$ cat config.mk
export PLATFORM = sky130hd
export DESIGN_NAME = alu_result_bcd
export DESIGN_NICKNAME = d
export VERILOG_FILES = /design/src/rtl/alu_result_bcd.sv
export SDC_FILE = /design/constraint.sdc
export NUM_CORES = 1
export LEC_CHECK = 0
export ABC_AREA = 1
export ABC_CLOCK_PERIOD_IN_PS = 3100
export CAP_MARGIN = 20
export CORE_ASPECT_RATIO = 0.8
export CORE_MARGIN = 3
export CORE_UTILIZATION = 34
export CTS_BUF_LIST = sky130_fd_sc_hd__clkbuf_16
export DETAILED_ROUTE_END_ITERATION = 10
export GPL_TIMING_DRIVEN = 0
export SLEW_MARGIN = 40
export SYNTH_ARGS = -nofsm -noshare
export SYNTH_HDL_FRONTEND = slang
export SYNTH_SLANG_ARGS = --single-unit
$ cat constraint.sdc
create_clock -name clk -period 3.1 [get_ports clk]
set_input_delay 0.465 -clock clk [delete_from_list [all_inputs] [get_ports clk]]
set_output_delay 0.465 -clock clk [all_outputs]
set_load 0.03 [all_outputs]
$ cat src/rtl/alu_result_bcd.sv
// Serial double-dabble converter: 20-bit ALU result to six packed BCD digits.
// Optional 7-segment output under ALU_BCD_SEG7_EN.
module alu_result_bcd (
  input  logic        clk,
  input  logic        rst_n,
  input  logic [19:0] in_bin,
  input  logic        in_valid,
  output logic        in_ready,
  output logic [23:0] out_bcd,
  output logic        out_ovf,
  output logic        out_valid
`ifdef ALU_BCD_SEG7_EN
  ,
  output logic [41:0] seg_n
`endif
);

  typedef enum logic {
    IDLE  = 1'b0,
    SHIFT = 1'b1
  } state_e;

  state_e      state_q, state_d;
  logic [4:0]  cnt_q;
  logic [19:0] sr_q;
  logic [27:0] acc_q;
  logic [27:0] adj;
  logic [27:0] shifted;
  logic [23:0] bcd_q, bcd_d, bcd_n;
  logic        ovf_q, ovf_d, ovf_n;
  logic        valid_q, valid_d;
  logic        accept;
  logic        last;

  function automatic logic [3:0] add3(input logic [3:0] d);
    return (d >= 4'd5) ? d + 4'd3 : d;
  endfunction

  assign accept = in_valid & in_ready;
  assign last   = (state_q == SHIFT) && (cnt_q == 5'd19);

  always_ff @(posedge clk or negedge rst_n) begin
    if (!rst_n) state_q <= IDLE;
    else        state_q <= state_d;
  end

  always_comb begin
    state_d = state_q;
    unique case (state_q)
      IDLE:    if (accept) state_d = SHIFT;
      SHIFT:   if (last)   state_d = IDLE;
      default: state_d = IDLE;
    endcase
  end

  always_comb begin
    in_ready = (state_q == IDLE);
  end

  always_comb begin
    adj = '0;
    for (int i = 0; i < 7; i++) begin
      adj[i*4 +: 4] = add3(acc_q[i*4 +: 4]);
    end
  end

  assign shifted = {adj[26:0], sr_q[19]};
  // A nonzero millions digit cannot be shown, so the display saturates.
  assign ovf_n   = |shifted[27:24];
  assign bcd_n   = ovf_n ? 24'h999999 : shifted[23:0];

  always_ff @(posedge clk or negedge rst_n) begin
    if (!rst_n) begin
      sr_q  <= '0;
      acc_q <= '0;
      cnt_q <= '0;
    end else if (accept) begin
      sr_q  <= in_bin;
      acc_q <= '0;
      cnt_q <= '0;
    end else if (state_q == SHIFT) begin
      sr_q  <= {sr_q[18:0], 1'b0};
      acc_q <= shifted;
      cnt_q <= cnt_q + 5'd1;
    end
  end

  always_comb begin
    bcd_d   = bcd_q;
    ovf_d   = ovf_q;
    valid_d = last;
    if (last) begin
      bcd_d = bcd_n;
      ovf_d = ovf_n;
    end
  end

  always_ff @(posedge clk or negedge rst_n) begin
    if (!rst_n) begin
      bcd_q   <= '0;
      ovf_q   <= 1'b0;
      valid_q <= 1'b0;
    end else begin
      bcd_q   <= bcd_d;
      ovf_q   <= ovf_d;
      valid_q <= valid_d;
    end
  end

  assign out_bcd   = bcd_q;
  assign out_ovf   = ovf_q;
  assign out_valid = valid_q;

`ifdef ALU_BCD_SEG7_EN
  logic [41:0] seg_q, seg_d, seg_new;
  logic        lead;

  function automatic logic [6:0] seg7(input logic [3:0] d);
    logic [6:0] s;
    unique case (d)
      4'd0:    s = 7'b1000000;
      4'd1:    s = 7'b1111001;
      4'd2:    s = 7'b0100100;
      4'd3:    s = 7'b0110000;
      4'd4:    s = 7'b0011001;
      4'd5:    s = 7'b0010010;
      4'd6:    s = 7'b0000010;
      4'd7:    s = 7'b1111000;
      4'd8:    s = 7'b0000000;
      4'd9:    s = 7'b0010000;
      default: s = 7'b1111111;
    endcase
    return s;
  endfunction

  // Blank while every more-significant digit is zero; units always shown.
  always_comb begin
    seg_new = '1;
    lead    = 1'b1;
    for (int i = 5; i >= 1; i--) begin
      lead = lead & (bcd_n[i*4 +: 4] == 4'd0);
      seg_new[i*7 +: 7] = lead ? 7'b1111111 : seg7(bcd_n[i*4 +: 4]);
    end
    seg_new[6:0] = seg7(bcd_n[3:0]);
  end

  always_comb begin
    seg_d = seg_q;
    if (last) seg_d = seg_new;
  end

  always_ff @(posedge clk or negedge rst_n) begin
    if (!rst_n) seg_q <= 42'h3FF_FFFF_FFFF;
    else        seg_q <= seg_d;
  end

  assign seg_n = seg_q;
`endif

endmodule
==> results.txt <==
Status - complete, no violations
CORE AREA - 0.01115 mm²
Post-synthesis register bit count - 80
Fin crit share - 90.53%
Pre-CTS setup slack - 0.6702 ns
Total die area - 0.01308 mm²
Post-synthesis average cell area - 8.230 µm²
CP endpoint kind - output pin
Layout cell share with drive strength beyond 1 - 7.078%
Mapped cell area - 0.003991 mm²
P_leak - 2.415 nW
FF-to-FF path depth - 11
NumNets Final - 584
Initial antenna violation count - 0
Die Width - 127.1 µm
Final period demand of the worst path - 2.806 ns
Final worst setup slack - 0.2937 ns
Synth Instances - 485
Tot Pwr - 5.505 mW
DP HPWL - 6834 µm
Buffers on Ports - 49
First-pass GRT wire length - 16,660 µm
Layout area overhead - 24.80%
Worst-Skew Late Latency - 0.34 ns
Required @ worst endpoint - 2.63 ns
WL final - 9563 µm
Clock Tree Buf Depth - 2
GPL Wtd Cong - 0.8443
CTS tree - done
# DRC - 0
I/O pin cnt - 50
RSZ-0062 raised after global routing - no
Synth Warn # - 0
Fin Clk Skew - 0.005926 ns
Relative slew margins - 56.72%
Die Y - 102.9 µm
Most frequent cells in the layout - 140 x nand2_1, 80 x dfrtp_1, 67 x inv_1
Clk slew on worst S/H paths - 0.06 ns
Initial Util - 35.81%
CP Launch Type - flop
Final setup fails - 0
GRT Total Usage - 16.07%
Antenna cell count - 0
Post-route ant nets - 0
Hold bufs inserted after CTS - 0
Largest net degree at the start of global routing - 48
Setup CP Type - reg2out
Worst vdd ir - 0.3621 mV
Final hold viol count - 0
GRT overflow - 0
Seq/Total Area, Yosys - 50.16%
CP Data Arrival Time - 2.34 ns
Initial DRC count - 191
Vias per cell - 4.964
Worst-margin pin slew - 0.6492 ns
CTS Sinks - 80
Most common cell after layout, fill and taps aside - nand2_1
Max_cap viols - 0
Via count - 3,450
Critical-path top delay cell - clkdlybuf4s50_1
Syn Nets - 523
Max FO, Critical Path - 10
Row cnt - 34
Pre-antenna DRT Iters - 5
Drt wl/cell - 13.76 µm
H-Tree Depth - 3
Fill cells - 1,092
Slowest cell delay on critical path - 0.80 ns
Post-CTS Setup Bufs - 0
Vias in the first global route - 3,441
Yosys cell types - 29
Slew Limit Fails - 0
Post-CTS Resized - 0
Pwr per Cell Area - 1105 mW/mm²
Total CTS buffers - 9
Type of the worst min-delay path - in2async
FMAX - 356.3 MHz
CP cell instances - buf_6 > inv_2 > buf_1 > clkdlybuf4s50_1
Root Driver - clkbuf_16
[logic make-up (layout without fill, tap and decap cells)]
kind of cell | after synthesis | count (layout) | share of synthesized area, %
flip-flops | 80 | 80 | 50.16
AND/OR/NAND/NOR | 215 | 215 | 23.01
buffers and inverters | 91 | 157 | 9.248
adder cells (fa/ha/maj) | 15 | 15 | 4.702
AO/OA/AOI/OAI | 84 | 84 | 12.88
[per-layer routing]
metal | vias to the layer above | global-route usage [%] | share of wire (%)
li1 | 1709 | - | -
met1 | 1660 | 21.97 | 49
met2 | 70 | 25.00 | 44
met3 | 11 | 3.677 | 5.4
met4 | 0 | 6.430 | 1.4
met5 | - | 0 | 0
[Yosys cell counts (all sizes together)]
cell    instances  area, µm²
clkinv          6      22.52
ha             15      187.7
nor2           24      107.6
a21oi           1      5.000
nand2         142      543.0
nor3            1      16.27
dfrtp          80       2002
a21boi          1      7.510
clkbuf          6      22.52
o22ai          19      118.9
o21ai          43      215.2
o211ai          4      30.03
buf            12      72.57
o221ai         13      113.9
or2             5      31.28
inv            67      251.5
a22o            1      8.760
nand3          39      195.2
a22oi           2      15.01
nand4           4      25.02
[final timing paths]
check / from / end / slack, ns
worst max-delay path: state_q / in_ready / 0.29
worst min-delay path: rst_n / sr_q[14] / 0.003
worst max register to register: acc_q[24] / out_bcd[0] / 1.14
worst min register to register: out_bcd[5] / out_bcd[5] / 0.48
max in group asynchronous: rst_n / acc_q[16] / 2.55
min in group clk: out_bcd[5] / out_bcd[5] / 0.48
[sequential cells by signal, indices dropped and copies added, names as in the netlist]
name and flops:
acc_q 28, cnt_q 5, sr_q 20, state_q 1
out_valid 1, out_ovf 1, out_bcd 24
[where the power goes]
group          switching (mW)  internal, mW
Clock                   0.421         0.616
Sequential              0.265          1.51
Combinational            1.72         0.977
Total                    2.40          3.10
[worst max-delay path, delay by kind of cell (launching register included)]
family / cells / cell delay (ns)
buffers and inverters: 4 / 1.63
flip-flops: 1 / 0.37
[through the flow]
step	hold WS (ns)	setup TNS, ns	area [µm²]	std cells	util (%)
final	0.003162	0	4981	695	44.69
after global routing	0.02909	0	4981	695	44.69
after CTS	0.009867	0	4981	695	44.69
after detailed placement	0.3789	0	4691	679	42.09
after global placement	0.4666	-117.25	4662	678	41.83
after floorplan	0.1694	0	3991	485	-
[layout make-up]
| class | instances | area [µm²] | area share (%) |
|---|---|---|---|
| sequential | 80 | 2002 | 40.19 |
| clock inverter | 7 | 65.06 | 1.306 |
| clock buffer | 9 | 225.2 | 4.521 |
| inverter | 73 | 274.0 | 5.501 |
| multi-input combinational | 314 | 1620 | 32.53 |
| buffer | 18 | 95.09 | 1.909 |
| tap | 144 | 180.2 | 3.617 |
| timing repair buffer | 50 | 519.2 | 10.42 |
No activity file was read; power rests on OpenSTA's default activity.
